## src/rtl/center_track_overlay.sv

```systemverilog
// Tracks a per-frame target centre through a SEARCH/TRACK/HOLD filter and draws a
// box-and-crosshair overlay around the smoothed position on the outgoing video.
module center_track_overlay #(
  parameter int unsigned LOST_FRAMES = 8,
  parameter int unsigned BOX_HALF    = 16,
  parameter logic [23:0] TRACK_COLOR = 24'hFF0000,
  parameter logic [23:0] HOLD_COLOR  = 24'hFFFF00
) (
  input  logic        pclk,
  input  logic        rst,
  input  logic [11:0] Hcnt,
  input  logic [11:0] Vcnt,
  input  logic [11:0] center_h,
  input  logic [11:0] center_v,
  input  logic [23:0] rgb_in,
  output logic [23:0] rgb_out,
  output logic [11:0] track_h,
  output logic [11:0] track_v,
  output logic        locked
);

  localparam int unsigned LcW   = $clog2(LOST_FRAMES + 1) + 1;
  localparam logic [11:0] HMax  = 12'd639;
  localparam logic [11:0] VMax  = 12'd479;
  localparam logic [11:0] NoH   = 12'd320;
  localparam logic [11:0] NoV   = 12'd240;
  localparam logic [12:0] BoxW  = 13'(BOX_HALF);
  localparam logic [LcW-1:0] LostLim = LcW'(LOST_FRAMES);

  typedef enum logic [1:0] {StSearch, StTrack, StHold} state_e;

  state_e           state_q, state_d;
  logic [11:0]      track_h_q, track_h_d, track_v_q, track_v_d;
  logic [LcW-1:0]   lost_cnt_q, lost_cnt_d;
  logic             locked_q;
  logic [23:0]      rgb_q;

  logic tick, valid;

  // track += (center - track) >>> 2, clamped into the active area.
  function automatic logic [11:0] filt(input logic [11:0] c, input logic [11:0] t,
                                       input logic [11:0] maxv);
    logic signed [12:0] diff;
    logic signed [12:0] step;
    logic signed [13:0] sum;
    diff = $signed({1'b0, c}) - $signed({1'b0, t});
    step = diff >>> 2;
    sum  = $signed({2'b00, t}) + $signed({step[12], step});
    if (sum < 0) begin
      return 12'd0;
    end else if (sum > $signed({2'b00, maxv})) begin
      return maxv;
    end else begin
      return sum[11:0];
    end
  endfunction

  function automatic logic [11:0] clampv(input logic [11:0] c, input logic [11:0] maxv);
    return (c > maxv) ? maxv : c;
  endfunction

  assign tick  = (Hcnt == 12'd0) && (Vcnt == 12'd0);
  assign valid = !((center_h == NoH) && (center_v == NoV));

  always_comb begin
    state_d    = state_q;
    track_h_d  = track_h_q;
    track_v_d  = track_v_q;
    lost_cnt_d = lost_cnt_q;
    if (tick) begin
      unique case (state_q)
        StSearch: begin
          if (valid) begin
            state_d    = StTrack;
            track_h_d  = clampv(center_h, HMax);
            track_v_d  = clampv(center_v, VMax);
            lost_cnt_d = '0;
          end else begin
            track_h_d = NoH;
            track_v_d = NoV;
          end
        end
        StTrack: begin
          if (valid) begin
            track_h_d = filt(center_h, track_h_q, HMax);
            track_v_d = filt(center_v, track_v_q, VMax);
          end else begin
            state_d    = StHold;
            lost_cnt_d = LcW'(1);
          end
        end
        StHold: begin
          if (valid) begin
            state_d    = StTrack;
            track_h_d  = filt(center_h, track_h_q, HMax);
            track_v_d  = filt(center_v, track_v_q, VMax);
            lost_cnt_d = '0;
          end else if (lost_cnt_q == LostLim) begin
            state_d    = StSearch;
            track_h_d  = NoH;
            track_v_d  = NoV;
            lost_cnt_d = '0;
          end else begin
            lost_cnt_d = lost_cnt_q + LcW'(1);
          end
        end
        default: state_d = StSearch;
      endcase
    end
  end

  // Signed 13-bit distances so a box near the frame edge clips instead of wrapping.
  logic signed [12:0] dh, dv;
  logic [12:0]        adh, adv;
  logic               in_area, in_box, on_edge, on_cross, overlay;
  logic [23:0]        rgb_d;

  always_comb begin
    dh       = $signed({1'b0, Hcnt}) - $signed({1'b0, track_h_q});
    dv       = $signed({1'b0, Vcnt}) - $signed({1'b0, track_v_q});
    adh      = dh[12] ? 13'(-dh) : 13'(dh);
    adv      = dv[12] ? 13'(-dv) : 13'(dv);
    in_area  = (Hcnt <= HMax) && (Vcnt <= VMax);
    in_box   = (adh <= BoxW) && (adv <= BoxW);
    on_edge  = (adh == BoxW) || (adv == BoxW);
    on_cross = (Hcnt == track_h_q) || (Vcnt == track_v_q);
    overlay  = locked_q && in_area && in_box && (on_edge || on_cross);
    rgb_d    = rgb_in;
    if (overlay) begin
      rgb_d = (state_q == StHold) ? HOLD_COLOR : TRACK_COLOR;
    end
  end

  always_ff @(posedge pclk) begin
    if (rst) begin
      state_q    <= StSearch;
      track_h_q  <= NoH;
      track_v_q  <= NoV;
      lost_cnt_q <= '0;
      locked_q   <= 1'b0;
      rgb_q      <= 24'h000000;
    end else begin
      state_q    <= state_d;
      track_h_q  <= track_h_d;
      track_v_q  <= track_v_d;
      lost_cnt_q <= lost_cnt_d;
      locked_q   <= (state_d != StSearch);
      rgb_q      <= rgb_d;
    end
  end

  assign rgb_out = rgb_q;
  assign track_h = track_h_q;
  assign track_v = track_v_q;
  assign locked  = locked_q;

endmodule
```

## config.mk

```make
export PLATFORM = sky130hd
export DESIGN_NAME = center_track_overlay
export DESIGN_NICKNAME = d
export VERILOG_FILES = /design/src/rtl/center_track_overlay.sv
export SDC_FILE = /design/constraint.sdc
export NUM_CORES = 1
export LEC_CHECK = 0
export ABC_AREA = 1
export CORE_ASPECT_RATIO = 0.7
export CORE_UTILIZATION = 40
export DETAILED_ROUTE_END_ITERATION = 10
export PLACE_DENSITY = 0.74
export RECOVER_POWER = 100
export SETUP_SLACK_MARGIN = 0.2
export SKIP_LAST_GASP = 1
export SLEW_MARGIN = 40
export SYNTH_ARGS = -nofsm -noshare
export SYNTH_HDL_FRONTEND = slang
export SYNTH_SLANG_ARGS = --single-unit
```

## constraint.sdc

```tcl
create_clock -name pclk -period 14.6 [get_ports pclk]
set_input_delay 4.38 -clock pclk [delete_from_list [all_inputs] [get_ports pclk]]
set_output_delay 4.38 -clock pclk [all_outputs]
set_load 0.01 [all_outputs]
```

# After elaboration in Yosys (flattened, before gate mapping)
# Cells that the tools add are included.
# Widths: inputs -> output; s select.
# classes
n_reduce_logical	17
n_mux	31
n_eq_ne	13
add_sub_neg	9
magnitude_cmp	10
# op_table
operator	n
$mux 12	14
$pmux 12 s3	2
$sub 12x12->13	4
$add 13x11->14	2
$lt 14x1->1 const B	2
$eq 13x5->1 const B	2
$le 13x5->1 const B	2
$mux 13	2
$neg 13->13	2
$eq 12x12->1	2
$logic_not 12->1	2
$mux 24	1
$mux 5	4
$mux 16	1
$pmux 5 s3	1
$gt 14x10->1 const B	1
$gt 14x11->1 const B	1
$eq 12x8->1 const B	1
$eq 12x9->1 const B	1
$gt 12x10->1 const B	1
$gt 12x9->1 const B	1
$le 12x10->1 const B	1
$le 12x9->1 const B	1
$mux 2	5
other kinds (13)	24
# totals
out_inout_bits	49
ff_bits	56
word_cells	86
inputBits	74

# Depth between registers and ports, before layout
# Gate-level depths: netlist of the first run.
# logic_depth
ltp_word	8
depth_mapped	31
depth_no_buf	31

# Least setup slack after synthesis of the first run
# Ideal clock, no wire load.
# synth_path
kind	input to register
start	in center_h[1]
end	reg track_h_q[6] (netlist: track_h[6])
required_time_ns	14.485
setup_time_ns	0.115
slack_ns	6.998
cell_stages	30
n_path_buf	0
arrival_time_ns	7.487
cell_sequence	ha_1 a21oi_1 o21bai_1 nand2_1 nand2_1 nand2_1 nand2_1 a21oi_1 inv_1 a21oi_1 xor2_1 inv_1 ha_1 inv_1 nor3_1 nand2_1 nand2_1 nand2_1 o21ai_0 inv_1 nand3_1 nand2_1 nor2_1 nand2_1 nand2_1 nand2_1 nand2_1 nand2_1 nand2_1 nand2_1
# synth_between
elab_chain_cells	7
word_cells_on_any_way	17
classes_between	add/sub (2); order compare (3); eq/ne (3); mux (7); reduce/logical (2)
# synth_rtl
item	line_no	rtl
start, declared	13	input logic [11:0] center_h,
$sub 12x12->13	46	diff = $signed({1'b0, c}) - $signed({1'b0, t});
$add 13x11->14	48	sum = $signed({2'b00, t}) + $signed({step[12], step});
$gt 14x11->1	51	end else if (sum > $signed({2'b00, maxv})) begin
$mux 12	51	
$mux 12	49	if (sum < 0) begin
$mux 12 (on tied branches)	93, 84	
$pmux 12 s3	71	unique case (state_q)
end signal, assigned	137	track_h_q <= NoH;
end signal, assigned	144	track_h_q <= track_h_d;
end, declared	33	logic [11:0] track_h_q, track_h_d, track_v_q, track_v_d;
# Parallel ways exist; a longest one is shown, timed or not. The select of a mux whose other input is x is not followed.
# A chain may end at the register's enable or synchronous reset.

# Final worst setup path of the first run
# layout_path
start	in Vcnt[0]
end	reg rgb_q[7] (netlist: rgb_out[7])
# layout_between
elab_chain_cells	8
word_cells_on_any_way	16
classes_between	add/sub (2); order compare (2); eq/ne (2); mux (2); reduce/logical (8)
# layout_rtl
item	line_no	rtl
start, declared	12	input logic [11:0] Vcnt,
$sub 12x12->13	120	dv = $signed({1'b0, Vcnt}) - $signed({1'b0, track_v_q});
$neg 13->13	122	adv = dv[12] ? 13'(-dv) : 13'(dv);
$mux 13	122	
$le 13x5->1 / $eq 13x5->1 (equally long branches)	124, 125	
$logic_and 1x1->1 / $logic_or 1x1->1 (equally long branches)	124, 125	
$logic_and 1x1->1 / $logic_or 1x1->1 (equally long branches)	127	overlay = locked_q && in_area && in_box && (on_edge || on_cross);
$logic_and 1x1->1 *	127	
$mux 24 *	129	if (overlay) begin
end signal, assigned	148	rgb_q <= rgb_d;
end, declared	36	logic [23:0] rgb_q;
# Mark *: on every way between the ends. The rest lies on a longest branch, timed or not.

==> results of run 1 <==
cell type report:
class | instances | area (um^2)
timing repair buffer | 124 | 1232
inverter | 218 | 818.3
fill | 1748 | 8578
tap | 231 | 289.0
clock buffer | 5 | 125.1
sequential | 56 | 1121
clock inverter | 3 | 25.02
multi-input combinational | 884 | 4977
path summary, 6_finish.rpt:
kind                                   start                          to  slack (ns)  cells after the start
setup / recovery                     Vcnt[0]       rgb_out[7]$_SDFF_PP0_        6.04                     18
hold / removal    lost_cnt_q[1]$_SDFFE_PP0P_  lost_cnt_q[1]$_SDFFE_PP0P_        0.50                      2
setup reg to reg     track_h[1]$_SDFFE_PP0P_     track_h[6]$_SDFFE_PP1P_       10.21                     31
hold reg to reg   lost_cnt_q[1]$_SDFFE_PP0P_  lost_cnt_q[1]$_SDFFE_PP0P_        0.50                      2
layer usage:
metal  part of all wire [%]  vias up  wire length (um)
met1                     51     3396             10750
met4                    1.5        0               324
met5                      0        -                 0
li1                       -     3996                 -
met3                    8.3       21              1729
met2                     39      256              8149
cell usage after synthesis, drive strengths merged, types with 2 or more instances:
cell type  number  area share, %
nand2         332             18
or2             6           0.53
a31oi           7           0.62
o211ai          3           0.32
clkbuf          8           0.45
nand3          88            6.7
inv           217             12
o21ai          50            3.6
nand4          24            2.2
nor4            3           0.27
o21bai         12            1.3
ha             84             15
xnor2          10            1.2
xor2           32            4.1
nor2          103            5.9
dfxtp          56             16
nor3           17            1.2
nand3b          6           0.64
fa              4            1.1
buf             4           0.53
nor3b           3           0.32
o31ai           2           0.41
a21oi          91            7.1
sequential cells by signal (all words and copies together) (netlist names):
name and flops:
track_v 12, rgb_out 24, state_q 2, lost_cnt_q 5, locked 1, track_h 12
worst min-delay path: cells and delay by family (launching register included):
family	cells	cell delay, ns
AOI/OAI and AO/OA	1	0.05
DFF	1	0.34
and+or+nand+nor	1	0.07
kinds of logic (layout without fill, tap and decap cells):
logic type               Yosys count  count (layout)  share of synthesized area [%]
AND/OR/NAND/NOR                  583             583                          35.86
buffers and inverters            230             350                          12.64
AO/OA/AOI/OAI                    171             171                          14.06
adder cells (fa/ha/maj)           88              88                          16.11
flip-flops                        56              56                          15.97
XOR/XNOR                          42              42                          5.348
power groups by stage:
stage	clock network [mW]	logic [mW]	registers (mW)
finish	0.125	0.173	0.157
global route	0.135	0.194	0.157
CTS	0.128	0.173	0.157
detailed placement	0	0.171	0.161
global placement	0	0.170	0.160
floorplan	0	0.113	0.162
stage by stage:
stage / setup slack (ns) / cells / total power, mW
global placement: 6.113 / 1513 / 0.3301
detailed placement: 6.037 / 1513 / 0.3319
CTS: 6.352 / 1521 / 0.4577
finish: 6.044 / 1521 / 0.4546
global route: 5.590 / 1521 / 0.4857
floorplan: 6.998 / 1170 / 0.2752
==> impl_metrics.json, run 1 <==
{
  "cp.arrival_ns": 8.72,
  "final_nets": 1451,
  "holdCritPathClass": "register to register",
  "dr.pass1.iters": 5,
  "slowest_delay_ns": 0.66,
  "initial_core_util_pct": 40.89,
  "switching_share_pct": 35.94,
  "antenna_found_initial": 0,
  "cts_made_buffers": 5,
  "grt_setup_unrepaired": "no",
  "postCtsHoldBufs": 0,
  "pwr-share-seq_pct": 34.5,
  "clkPwrFrac_pct": 27.5,
  "critPathTopFamily": "simple AND/OR/NAND/NOR gates",
  "switchingPower_mw": 0.1634,
  "avgSynthCellArea_um2": 5.999,
  "rows": 40,
  "drt_iter0_markers": 670,
  "worst_clock_skew_ns": 0.01376,
  "yosys_warnings": 0,
  "layout-drive-gt1-share_pct": 3.798,
  "slew_headroom_pct": 40.94,
  "layout_commonest_cell": "nand2_1",
  "synthCells": 1170,
  "area_growth_syn_to_layout_pct": 22.35,
  "fin_crit_sh_pct": 58.61,
  "cp.required_ns": 14.77,
  "die_w_um": 160.3,
  "grt_busiest_layer": "met1",
  "crit_fanout": 17,
  "cts_resized": 0,
  "crit_path_frequent_cell": "nand2_1",
  "layout_common_cells": "nand2_1 (326), inv_1 (212), nor2_1 (95)",
  "clock-root-buffer": "clkbuf_16",
  "wire_per_inst_um": 13.78,
  "place.gp.congestion": 0.9477,
  "finalMaxSlewViolations": 0,
  "grt_usage_pct": 22.86,
  "routed_via_density": 5.042,
  "synthArstFlopShare_pct": 0,
  "place_area_um2": 8476,
  "overflow": 0,
  "outcome": "completed",
  "grt_pass1_wl_um": 33420,
  "cts_buffer_depth": 2,
  "finalHoldViolCount": 0,
  "utilization_pct": 50.03,
  "yosys_register_bits": 56,
  "critPathSlowestCell": "nand3_1",
  "fin_tns_setup_ns": 0,
  "cellPowerDensity_nw_per_um2": 52.93,
  "ys.flop_type": "dfxtp_1",
  "max_cap_viol_count": 0,
  "path_clk_slew_ns": 0.07,
  "clock-sinks": 56,
  "syn-num-nets": 1332,
  "leakagePower_nw": 4.359,
  "synth-edff-count": 0,
  "use_met2_pct": 32.49,
  "peakVddDrop_v": 0.00005037,
  "synth_cell_type_count": 44,
  "htree_levels": 2,
  "drc": 0,
  "crit_chain": "dlygate4sd3_1, inv_1, ha_1, inv_1, fa_1, nand3_1, a21oi_1, nor2_1, nand2_1, xor2_1, nand2_1, nand2_1, nor2_1, nand2_1, nor2_1, nand3_1, nand2_1, nor2_1",
  "critPathBufInv": 3,
  "setup_viol": 0,
  "post_cts_buffers": 0,
  "die_h_um": 112.8,
  "die_area_um2": 18090,
  "routed_wl_um": 20960,
  "ys_seq_area_share_pct": 15.97,
  "cp-start-kind": "input port",
  "met1_usage_pct": 36.15,
  "internal_power_mw": 0.2912,
  "clkLatencyLatePin_ns": 0.30,
  "worst_pin_slew_ns": 0.8779,
  "stdcell_area_um2": 8588,
  "port_buffers": 122,
  "critPathKind": "input port to register",
  "cts_tree": "built",
  "grt_pass1_vias": 6565,
  "fmax_mhz": 116.9,
  "crit_path_end_kind": "register",
  "grt_max_degree": 28,
  "fin_crit_ns": 8.556,
  "p_comb_share_pct": 38.1,
  "hold_slack_ns": 0.5002,
  "ant_nets": 0,
  "vias": 7669,
  "coreArea_um2": 17170,
  "syn_area_um2": 7019,
  "antenna_cells": 0,
  "grt_util_met3_pct": 2.603,
  "io_pins": 123,
  "dp_hpwl_um": 17560
}
(Power assumes the default switching activity.)
==> run 2, diff against run 1 <==
--- a/config.mk
+++ b/config.mk
@@ -9,7 +9,7 @@
 export CORE_ASPECT_RATIO = 0.7
 export CORE_UTILIZATION = 40
 export DETAILED_ROUTE_END_ITERATION = 10
-export PLACE_DENSITY = 0.74
+export PLACE_DENSITY = 0.77
 export RECOVER_POWER = 100
 export SETUP_SLACK_MARGIN = 0.2
 export SKIP_LAST_GASP = 1
==> constraint.sdc (replaced) <==
create_clock -name pclk -period 7.4 [get_ports pclk]
set_input_delay 2.22 -clock pclk [delete_from_list [all_inputs] [get_ports pclk]]
set_output_delay 2.22 -clock pclk [all_outputs]
set_load 0.01 [all_outputs]
==> run 2 against run 1 <==
Net effect:
- hold slack worse by 0.0041 ns
- clock-buffer cell count stayed put
- setup slack worse by 5.0 ns
- clock power is 98% higher
- wire length is 0.57% higher
- core utilization hardly changed
- highest routed layer unchanged
==> impl_metrics.json, run 2 (synthesized netlist as in run 1, its figures left out) <==
{
  "outcome": "completed",
  "switching_share_pct": 36.03,
  "leakagePower_nw": 4.363,
  "critPathSlowestCell": "dlygate4sd3_1",
  "worst_pin_slew_ns": 0.8787,
  "grt_setup_unrepaired": "no",
  "r2r_slack_ns": 2.99,
  "holdCritPathClass": "register to register",
  "fin_crit_ns": 6.319,
  "grt_pass1_vias": 6923,
  "grt_max_degree": 28,
  "antenna_cells": 0,
  "layout_commonest_cell": "nand2_1",
  "peakVddDrop_v": 0.00009407,
  "utilization_pct": 50.01,
  "pwr-share-seq_pct": 34.5,
  "fin_cells": 1521,
  "overflow": 0,
  "clkPwrFrac_pct": 27.6,
  "p_total_mw": 0.8974,
  "area_growth_syn_to_layout_pct": 22.32,
  "routed_via_density": 5.059,
  "place.gp.congestion": 0.9590,
  "cp.arrival_ns": 6.50,
  "placedCellCount": 1513,
  "switchingPower_mw": 0.3233,
  "crit_fanout": 8,
  "clock-sinks": 56,
  "clock-root-buffer": "clkbuf_16",
  "internal_power_mw": 0.5741,
  "antenna_found_initial": 0,
  "die_w_um": 160.3,
  "initial_core_util_pct": 40.89,
  "largest_reg_flops": 24,
  "post_cts_buffers": 0,
  "crit_path_end_kind": "register",
  "cellPowerDensity_nw_per_um2": 104.5,
  "fillers": 1791,
  "cts_buffer_depth": 2,
  "place_area_um2": 8476,
  "die_area_um2": 18090,
  "rows": 40,
  "port_buffers": 122,
  "p_comb_share_pct": 38.0,
  "wire_per_inst_um": 13.86,
  "layout-drive-gt1-share_pct": 3.643,
  "dr.pass1.iters": 5,
  "htree_levels": 2,
  "die_h_um": 112.8,
  "seqCellArea_um2": 1121,
  "finalMaxSlewViolations": 0,
  "multiInputGateArea_um2": 4975,
  "io_pins": 123,
  "critPathBufInv": 5,
  "drc": 0,
  "finalHoldViolCount": 0,
  "worst_clock_skew_ns": 0.01346,
  "crit-reg2reg-launch": "track_h[1]$_SDFFE_PP0P_",
  "dp_hpwl_um": 17440,
  "cts_resized": 0,
  "layout_common_cells": "nand2_1 (326), inv_1 (213), nor2_1 (95)",
  "grt_usage_pct": 23.27,
  "routed_wl_um": 21070,
  "slew_headroom_pct": 40.88,
  "vias": 7694,
  "critPathKind": "input port to register",
  "grt_pass1_wl_um": 34400,
  "cp-start-kind": "input port",
  "cp.required_ns": 7.58,
  "cts_tree": "built",
  "ant_nets": 0,
  "fin_tns_setup_ns": 0,
  "holdCritStartpoint": "track_v[11]$_SDFFE_PP0P_",
  "fin_crit_sh_pct": 85.39,
  "final_nets": 1451,
  "fmax_mhz": 158.3,
  "crit_path_frequent_cell": "nand2_1",
  "clkLatencyLatePin_ns": 0.30,
  "drt_iter0_markers": 680,
  "stdcell_area_um2": 8586,
  "setup_viol": 0,
  "slowest_delay_ns": 0.59,
  "startpoint": "center_h[1]",
  "postCtsHoldBufs": 0,
  "coreArea_um2": 17170,
  "path_clk_slew_ns": 0.08,
  "critPathTopFamily": "simple AND/OR/NAND/NOR gates",
  "cts_made_buffers": 5,
  "max_cap_viol_count": 0
}
## run 2: cell types whose count changed in the layout (fill, tap and decap cells not counted), sizes merged
cell,previous run,this run
clkinv,2,1
inv,218,219
## run 2: worst paths after layout
check                                                 to  cells after the start
worst max-delay path             track_h[5]$_SDFFE_PP0P_                     29
worst min-delay path            track_v[11]$_SDFFE_PP0P_                      2
worst max register to register   track_h[5]$_SDFFE_PP0P_                     29
worst min register to register  track_v[11]$_SDFFE_PP0P_                      2
## run 2: power groups by stage
stage | combinational, mW | sequential (mW) | clock, mW
after floorplan | 0.222 | 0.321 | 0
after global placement | 0.334 | 0.317 | 0
after detailed placement | 0.338 | 0.317 | 0
after CTS | 0.340 | 0.310 | 0.252
after global routing | 0.384 | 0.310 | 0.266
final | 0.341 | 0.309 | 0.247
## run 2: worst register-to-register path: cells and delay by family, from the launching register on
kind / cells / cell delay, ns
compound gates: 7 / 1.14
xor+xnor: 1 / 0.16
fa+ha+maj: 2 / 0.65
buf+inv: 5 / 0.45
flops: 1 / 0.42
simple gates: 14 / 1.49
## run 2: layout make-up
class,instances,area share [%]
clock buffer,5,1.457
clock inverter,3,0.2915
inverter,218,9.531
multi-input combinational,884,57.94
sequential,56,13.06
tap,231,3.366
timing repair buffer,124,14.35
## run 2: layer usage
layer | wire length, um | vias to the layer above | share of wire (%) | GRT usage (%)
met1 | 10770 | 3423 | 51 | 35.30
met4 | 176 | 0 | 0.84 | 3.238
met3 | 1649 | 17 | 7.8 | 3.372
met2 | 8479 | 253 | 40 | 35.10
met5 | 0 | - | 0 | 0
li1 | - | 4001 | - | -
## run 2: metrics by stage
step / hold WS [ns] / worst slack, ns
after floorplan: 0.4755 / 1.958
after global placement: 0.4871 / 1.121
after detailed placement: 0.4912 / 0.9642
after CTS: 0.5022 / 1.261
after global routing: 0.5455 / 0.4115
final: 0.4961 / 1.081
==> run 3, diff against run 2 <==
--- a/config.mk
+++ b/config.mk
@@ -9,6 +9,7 @@
 export CORE_ASPECT_RATIO = 0.7
 export CORE_UTILIZATION = 40
 export DETAILED_ROUTE_END_ITERATION = 10
+export MAX_ROUTING_LAYER = met4
 export PLACE_DENSITY = 0.77
 export RECOVER_POWER = 100
 export SETUP_SLACK_MARGIN = 0.2
==> run 3 against run 2 <==
Net effect:
- register-to-register slack lost 0.02 ns
- sequential share of layout area about the same
- clock skew increased by 0.0017 ns
- setup slack worse by 0.018 ns
- die area is the same
- fmax down 0.28%
- total power increased by 0.19%
- non-clock buffer count did not move
- sequential power is essentially flat
- global-route usage grew 0.26 points
- clock-buffer cell count unchanged
- critical path depth is the same
- critical path type unchanged
- largest cell class unchanged
==> impl_metrics.json, run 3 (synthesized netlist as in run 1, its figures left out) <==
{
  "drt_iter0_markers": 617,
  "grt_usage_pct": 23.53,
  "area_growth_syn_to_layout_pct": 22.28,
  "grt_setup_unrepaired": "no",
  "place.gp.congestion": 0.9915,
  "critPathKind": "input port to register",
  "die_area_um2": 18090,
  "slew_headroom_pct": 36.77,
  "fin_crit_sh_pct": 85.63,
  "holdCritPathClass": "register to register",
  "fin_crit_ns": 6.336,
  "htree_levels": 2,
  "dp_hpwl_um": 17430,
  "clkLatencyLatePin_ns": 0.30,
  "rows": 40,
  "fillers": 1743,
  "cellPowerDensity_nw_per_um2": 104.8,
  "routed_wl_um": 21070,
  "critPathSlowestCell": "dlygate4sd3_1",
  "cts_tree": "built",
  "worst_clock_skew_ns": 0.01520,
  "grt_max_degree": 28,
  "grt_pass1_wl_um": 33580,
  "cts_made_buffers": 5,
  "multiInputGateArea_um2": 4970,
  "outcome": "completed",
  "place_area_um2": 8476,
  "port_buffers": 122,
  "utilization_pct": 50.00,
  "clock-sinks": 56,
  "r2r_slack_ns": 2.97,
  "postCtsHoldBufs": 0,
  "cp.required_ns": 7.58,
  "antenna_cells": 0,
  "switchingPower_mw": 0.3246,
  "io_pins": 123,
  "crit_fanout": 8,
  "layout-drive-gt1-share_pct": 3.643,
  "seqCellArea_um2": 1121,
  "max_cap_viol_count": 0,
  "drc": 0,
  "post_cts_buffers": 0,
  "grt_pass1_vias": 6706,
  "routed_via_density": 5.088,
  "clock-root-buffer": "clkbuf_16",
  "layout_commonest_cell": "nand2_1",
  "ant_nets": 0,
  "antenna_found_initial": 0,
  "die_h_um": 112.8,
  "cp-start-kind": "input port",
  "finalHoldViolCount": 0,
  "stdcell_area_um2": 8583,
  "peakVddDrop_v": 0.00009862,
  "final_nets": 1451,
  "overflow": 0,
  "worst_pin_slew_ns": 0.9398,
  "dr.pass1.iters": 7,
  "leakagePower_nw": 4.363,
  "path_clk_slew_ns": 0.08,
  "slowest_delay_ns": 0.60,
  "coreArea_um2": 17170,
  "p_total_mw": 0.8992,
  "fin_tns_setup_ns": 0,
  "cp.arrival_ns": 6.51,
  "wire_per_inst_um": 13.85,
  "largest_reg_flops": 24,
  "pwr-share-seq_pct": 34.4,
  "clkPwrFrac_pct": 27.6,
  "cts_resized": 0,
  "layout_common_cells": "nand2_1 (326), inv_1 (213), nor2_1 (95)",
  "vias": 7739,
  "finalMaxSlewViolations": 0,
  "p_comb_share_pct": 38.0,
  "fmax_mhz": 157.8,
  "cts_buffer_depth": 2,
  "internal_power_mw": 0.5746,
  "crit_path_end_kind": "register",
  "setup_viol": 0,
  "switching_share_pct": 36.10,
  "crit_path_frequent_cell": "nand2_1",
  "hold_slack_ns": 0.5045,
  "initial_core_util_pct": 40.89,
  "die_w_um": 160.3
}
[run 3: cell types whose count changed in the layout (fill, tap and decap cells not counted)]
| cell | previous run | this run |
|---|---|---|
| clkdlybuf4s50_1 | 69 | 70 |
| nor2_2 | 7 | 8 |
| clkinv_4 | 0 | 1 |
| dlygate4sd3_1 | 53 | 52 |
| inv_8 | 0 | 1 |
| nor2_4 | 1 | 0 |
| inv_6 | 2 | 0 |
[run 3: final cells by class]
class | instances | share of cell area (%)
Clock inverter | 3 | 0.3207
Timing Repair Buffer | 124 | 14.36
Tap cell | 231 | 3.367
Multi-Input combinational cell | 884 | 57.90
Clock buffer | 5 | 1.458
Inverter | 218 | 9.534
Sequential cell | 56 | 13.06
[run 3: stage by stage]
step                std cells  setup slack [ns]
floorplan                1170             1.958
global placement         1513             1.114
detailed placement       1513            0.9243
CTS                      1521             1.234
global route             1521            0.5940
finish                   1521             1.064
[run 3: layer usage]
metal  vias up  share of wire (%)  track usage (%)
met1      3400                 49            34.97
li1       3979                  -                -
met2       338                 40            34.09
met5         -                  0                -
met3        22                9.7            3.519
met4         0                1.1            2.603
[run 3: worst paths after layout]
| kind | from | to | cells past startpoint |
|---|---|---|---|
| setup / recovery | center_h[1] | track_h[5]$_SDFFE_PP0P_ | 29 |
| hold / removal | track_v[11]$_SDFFE_PP0P_ | track_v[11]$_SDFFE_PP0P_ | 2 |
| hold reg to reg | track_v[11]$_SDFFE_PP0P_ | track_v[11]$_SDFFE_PP0P_ | 2 |
| setup reg to reg | track_h[1]$_SDFFE_PP0P_ | track_h[5]$_SDFFE_PP0P_ | 29 |
[run 3: critical path, delay by kind of cell]
kind            cells  cell delay [ns]
compound gates      9             1.45
simple gates       12             1.17
buf+inv             5             0.89
fa+ha+maj           2             0.64
xor+xnor            1             0.16
[run 3: power by group through the flow]
| stage | logic [mW] | clock network (mW) | registers (mW) |
|---|---|---|---|
| 2_1_floorplan | 0.222 | 0 | 0.321 |
| 3_5_place_dp | 0.338 | 0 | 0.317 |
| 6_report | 0.341 | 0.249 | 0.309 |
| 3_3_place_gp | 0.335 | 0 | 0.317 |
| 5_1_grt | 0.383 | 0.269 | 0.310 |
| 4_1_cts | 0.341 | 0.253 | 0.310 |
